===== config.mk =====
export PLATFORM = sky130hd
export DESIGN_NAME = bp_update_arbiter
export DESIGN_NICKNAME = d
export VERILOG_FILES = /design/src/rtl/bp_update_arbiter.sv
export SDC_FILE = /design/constraint.sdc
export NUM_CORES = 1
export LEC_CHECK = 0
export CORE_MARGIN = 5
export CORE_UTILIZATION = 35
export CTS_BUF_LIST = sky130_fd_sc_hd__clkbuf_8
export DETAILED_ROUTE_END_ITERATION = 8
export SLEW_MARGIN = 20
export SYNTH_ARGS = -nofsm -noshare
export SYNTH_HDL_FRONTEND = slang
export SYNTH_SLANG_ARGS = --single-unit

===== constraint.sdc =====
create_clock -name clk -period 7.2 [get_ports clk]
set_input_delay 0.72 -clock clk [delete_from_list [all_inputs] [get_ports clk]]
set_output_delay 0.72 -clock clk [all_outputs]
set_load 0.01 [all_outputs]

===== src/rtl/bp_update_arbiter.sv =====
// bp_update_arbiter: merges branch resolutions from two decode lanes (lane 0 older)
// into an in-order update queue. The queue drains into the single write port of the
// global branch predictor. On an accepted mispredict the block pulses clrbp with the
// corrected redirect pc, then ignores lane inputs for FLUSH_CYC cycles.
// Optional feature macro: BPARB_STATS_EN (saturating update/mispredict counters).
module bp_update_arbiter #(
    parameter int unsigned DEPTH     = 4,
    parameter int unsigned FLUSH_CYC = 2
) (
    input  logic        clk,
    input  logic        reset,
    input  logic        res0_valid,
    input  logic [31:0] res0_pc,
    input  logic [31:0] res0_target,
    input  logic        res0_taken,
    input  logic        res0_mispred,
    input  logic        res1_valid,
    input  logic [31:0] res1_pc,
    input  logic [31:0] res1_target,
    input  logic        res1_taken,
    input  logic        res1_mispred,
    output logic        stall,
    output logic        upd_valid,
    input  logic        upd_ready,
    output logic [31:0] upd_pc,
    output logic [31:0] upd_target,
    output logic        upd_taken,
    output logic        clrbp,
    output logic [31:0] redirectpc,
    output logic [15:0] stat_upd,
    output logic [15:0] stat_mis
);
    localparam int unsigned AW = $clog2(DEPTH);
    localparam int unsigned CW = AW + 1;
    localparam int unsigned TW = (FLUSH_CYC > 1) ? $clog2(FLUSH_CYC) : 1;

    typedef enum logic {RUN, FLUSH} state_t;

    typedef struct packed {
        logic [31:0] pc;
        logic [31:0] target;
        logic        taken;
    } entry_t;

    state_t        state_q, state_d;
    logic [TW-1:0] timer_q, timer_d;
    entry_t        mem_q [DEPTH];
    logic [AW-1:0] rd_ptr_q, rd_ptr_d;
    logic [AW-1:0] wr_ptr_q, wr_ptr_d;
    logic [CW-1:0] count_q, count_d;
    entry_t        last_q, last_d;
    logic          clrbp_q, clrbp_d;
    logic [31:0]   redir_q, redir_d;

    logic          acc0, acc1, mis0, mis1, mis_acc, deq;
    logic [AW-1:0] wr1_ptr;
    logic [CW-1:0] n_enq;
    entry_t        ent0, ent1, head, mis_ent;

    assign ent0    = '{pc: res0_pc, target: res0_target, taken: res0_taken};
    assign ent1    = '{pc: res1_pc, target: res1_target, taken: res1_taken};
    assign head    = mem_q[rd_ptr_q];

    assign stall     = (count_q >= CW'(DEPTH - 1));
    assign upd_valid = (count_q != '0);
    assign deq       = upd_valid & upd_ready;

    // A lane 0 mispredict makes lane 1 wrong-path, so it is squashed in the same cycle.
    assign acc0    = res0_valid & ~stall & (state_q == RUN);
    assign acc1    = res1_valid & ~stall & (state_q == RUN) & ~(acc0 & res0_mispred);
    assign mis0    = acc0 & res0_mispred;
    assign mis1    = acc1 & res1_mispred;
    assign mis_acc = mis0 | mis1;
    assign mis_ent = mis0 ? ent0 : ent1;

    assign n_enq   = CW'(acc0) + CW'(acc1);
    assign wr1_ptr = wr_ptr_q + AW'(acc0);

    // Empty queue shows the last dequeued entry rather than a stale storage slot.
    assign upd_pc     = upd_valid ? head.pc     : last_q.pc;
    assign upd_target = upd_valid ? head.target : last_q.target;
    assign upd_taken  = upd_valid ? head.taken  : last_q.taken;
    assign clrbp      = clrbp_q;
    assign redirectpc = redir_q;

    // Next-state for FSM, queue pointers, count, and redirect pulse.
    always_comb begin
        state_d  = state_q;
        timer_d  = timer_q;
        rd_ptr_d = rd_ptr_q + AW'(deq);
        wr_ptr_d = wr_ptr_q + AW'(n_enq);
        count_d  = count_q + n_enq - CW'(deq);
        last_d   = deq ? head : last_q;
        clrbp_d  = mis_acc;
        redir_d  = '0;
        if (mis_acc) begin
            redir_d = mis_ent.taken ? mis_ent.target : mis_ent.pc + 32'd4;
        end
        case (state_q)
            RUN: begin
                if (mis_acc) begin
                    state_d = FLUSH;
                    timer_d = TW'(FLUSH_CYC - 1);
                end
            end
            FLUSH: begin
                if (timer_q == '0) begin
                    state_d = RUN;
                end else begin
                    timer_d = timer_q - 1'b1;
                end
            end
            default: state_d = RUN;
        endcase
    end

    // Control state registers with asynchronous reset.
    always_ff @(posedge clk or posedge reset) begin
        if (reset) begin
            state_q  <= RUN;
            timer_q  <= '0;
            rd_ptr_q <= '0;
            wr_ptr_q <= '0;
            count_q  <= '0;
            last_q   <= '0;
            clrbp_q  <= 1'b0;
            redir_q  <= '0;
        end else begin
            state_q  <= state_d;
            timer_q  <= timer_d;
            rd_ptr_q <= rd_ptr_d;
            wr_ptr_q <= wr_ptr_d;
            count_q  <= count_d;
            last_q   <= last_d;
            clrbp_q  <= clrbp_d;
            redir_q  <= redir_d;
        end
    end

    // Queue storage: lane 0 lands at the write pointer, lane 1 right behind it.
    always_ff @(posedge clk) begin
        if (acc0) mem_q[wr_ptr_q] <= ent0;
        if (acc1) mem_q[wr1_ptr]  <= ent1;
    end

`ifdef BPARB_STATS_EN
    logic [15:0] stat_upd_q, stat_mis_q;

    // Saturating counters of retired updates and accepted mispredicts.
    always_ff @(posedge clk or posedge reset) begin
        if (reset) begin
            stat_upd_q <= '0;
            stat_mis_q <= '0;
        end else begin
            if (deq && stat_upd_q != '1)     stat_upd_q <= stat_upd_q + 16'd1;
            if (mis_acc && stat_mis_q != '1) stat_mis_q <= stat_mis_q + 16'd1;
        end
    end

    assign stat_upd = stat_upd_q;
    assign stat_mis = stat_mis_q;
`else
    assign stat_upd = '0;
    assign stat_mis = '0;
`endif

endmodule


==> flow_summary.ini <==
[place]
gp_congestion = 0.8219
post-dp-hpwl_mm = 38.75
dp.cells = 2238
port_buffers = 236

[route]
wl_per_cell_um = 24.74
wirelength_mm = 58.46
first_pass_iters = 5
routed_via_density = 5.217
drt-initial-drc-count = 936
drc = 0
antenna_left = 0
vias = 12327

[synthesis]
syn-instance-count = 1335
yosysTopAreaCellShare = 0.4019
synth_async_sr_flop_share = 0.2916
syn_area_sq_um = 19430
ys_seq_area_frac = 0.5397
yosys.area.top_type = edfxtp_1
synth_edf_count = 260
synth.distinct_cells = 61
ys_warn_count = 0
synth_commonest_cells = mux2_2, edfxtp_1, dfrtp_1
syn_avg_cell_area_sq_um = 14.55
yosysMostFrequentCell = mux2_2
yosys_most_used_dff = edfxtp_1
ys_ff_latch = 367
synth_area_leaders = edfxtp_1, mux2_2, dfrtp_1, mux4_2, buf_4

[clocking]
cts_max_level = 3
clk_pin_slew_ns = 0.07
cts_root_buf = clkbuf_8
cts_resized = 0
post-cts-setup-buffers = 0
cts-hold-fix-buffers = 0
cts_tree = built
cts_buffers = 66
clk_latency_ns = 0.65
clockBufferDepth = 3
cts.sinks = 367

[cells_and_area]
drive_gt1_frac = 0.3518
fillers = 5081
area_growth_pct = 22.19
multi_input_comb_area_sq_um = 8378
nets = 1706
regArea_sq_um = 10490
final_cell_count_no_fill = 2363

[pwr]
total_power_uw = 8974
p_comb_frac = 0.420
leakagePower_uw = 0.008383
power_density_nw_per_um2 = 378.1
p_int_uw = 5997
ir_drop_mv = 0.2552
power_frac_clock = 0.215
p_sw_uw = 2977
p_sw_frac = 0.3317
p_seq_frac = 0.365

[sta]
setup_tns_ns = 0
fin_worst_skew_ns = 0.04404
fin_crit_sh = 0.6257
drv_slew = 0
finalSetupViolations = 0
period_needed_ns = 4.505
final_hold_viol_count = 0
whs_ns = 0.4731
tightest_slew_ns = 1.164
fmax_mhz = 222.0
slew_headroom = 0.2239
rsz0062_at_grt = false

[grt]
antenna_found_initial = 9
grt-ovfl-total = 0
grt_pass1_vias = 12877
grt_max_degree = 70
track_usage = 0.1895
grt_pass1_wl_mm = 86.15

[min_path]
hold_path_end = state_q
min_from = timer_q
holdCritPathClass = flop to flop
hold_depth = 2

[critical_path]
worstPathRequired_ns = 6.48
reg2reg_depth = 6
crit_arrival_ns = 3.79
crit_fanout = 38
start_kind = flop
end_kind = output pin
crit_type = flop to output pin
r2r_slack_ns = 3.44
max_stage_delay_ns = 0.97
reg2reg_from = state_q
cp_slowest_cell = dfrtp_4
path_cells = buf_4 -> mux4_2 -> mux2_2 -> clkdlybuf4s50_1
worstReg2RegEnd = mem_q[2][41]

[status]
outcome = complete, no violations

[floorplanning]
die_w_um = 245.6
start_util = 0.3526
die_area_sq_um = 60310
num_rows = 86
core_area_sq_um = 55090
ioPinCount = 269
die_h_um = 245.6

[flow_run]
cap_violations = 0
## routing by layer
metal / vias to the layer above / global-route usage / part of all wire / routed length, um
li1: 5546 / - / - / -
met1: 6311 / 0.2544 / 0.43 / 25280
met2: 383 / 0.3065 / 0.48 / 28030
met3: 77 / 0.04989 / 0.068 / 4004
met4: 10 / 0.05153 / 0.018 / 1078
met5: - / 0 / 0.0012 / 69
## cells in the final DEF (no fill, tap or decap), types with 7 or more instances in the layout
cell type          n
mux4_2            65
buf_4             17
xnor2_1           22
a21oi_1           31
nand3_1           19
a221oi_1           8
ha_1               8
clkdlybuf4s50_1  235
xor2_1            22
inv_1             38
nand4_1           16
nor2_1            28
mux2_2           364
nand2_1           56
clkbuf_8          81
o22ai_1            9
mux2i_1           21
edfxtp_1         260
dfrtp_1          105
and3_1             7
mux2_1            17
nor3b_1            8
nor3_1            13
o21ai_0           37
conb_1            32
## through the flow
stage / instance area [sq um] / util / worst slack, ns
global placement: 22380 / 0.4061 / 3.118
floorplan: 19540 / - / 2.349
CTS: 23670 / 0.4296 / 2.544
finish: 23740 / 0.4308 / 2.695
global route: 23720 / 0.4306 / 2.426
detailed placement: 22380 / 0.4061 / 3.018
## power groups by stage
stage | clock [uW] | combinational, uW | sequential [uW]
after global placement | 0 | 3750 | 3300
after global routing | 2080 | 4020 | 3350
after floorplan | 0 | 2300 | 3190
final | 1930 | 3770 | 3280
after detailed placement | 0 | 3790 | 3330
after CTS | 1980 | 3810 | 3290
## layout make-up
cell class,instances,share of cell area
antenna,6,0.0006325
clock buffer,81,0.04697
clock inverter,36,0.007432
inverter,17,0.002794
multi-input combinational,852,0.3530
sequential,367,0.4419
tap,748,0.03943
timing repair buffer,256,0.1078
## logic make-up (layout without fill, tap and decap cells)
kind of cell | count (synthesis) | after routing | share of synthesized area
adders and majority gates | 9 | 9 | 0.006183
AOI/OAI and AO/OA | 111 | 111 | 0.03504
other | 1 | 38 | 0.0001930
and+or+nand+nor | 189 | 189 | 0.05262
buffers and inverters | 147 | 390 | 0.03935
DFF | 367 | 367 | 0.5397
muxes | 467 | 467 | 0.3070
xor gates and xnor gates | 44 | 44 | 0.01984
## registers in the layout (all words and copies together), names as in the netlist
register and count:
mem_q 260, rd_ptr_q 2, clrbp 1, timer_q 1, last_q 65, redirectpc 32
wr_ptr_q 2, count_q 3, state_q 1
## worst max-delay path: cells and delay by family (launching register included)
family	cells	cell delay [ns]
multiplexers	2	0.96
flip-flops	1	0.97
buffers and inverters	2	1.19
## worst max-delay path by stage
stage | start | endpoint | slack (ns) | depth (start not counted)
finish | rd_ptr_q[0] | upd_pc[0] | 2.69 | 4
global route | rd_ptr_q[0] | upd_pc[0] | 2.43 | 4
CTS | rd_ptr_q[0] | upd_pc[0] | 2.54 | 4
detailed placement | res0_valid | mem_q[1][48] | 3.02 | 7
global placement | res0_valid | mem_q[1][37] | 3.12 | 7
floorplan | count_q[1] | mem_q[2][0] | 2.35 | 5
(Power assumes the default switching activity.)
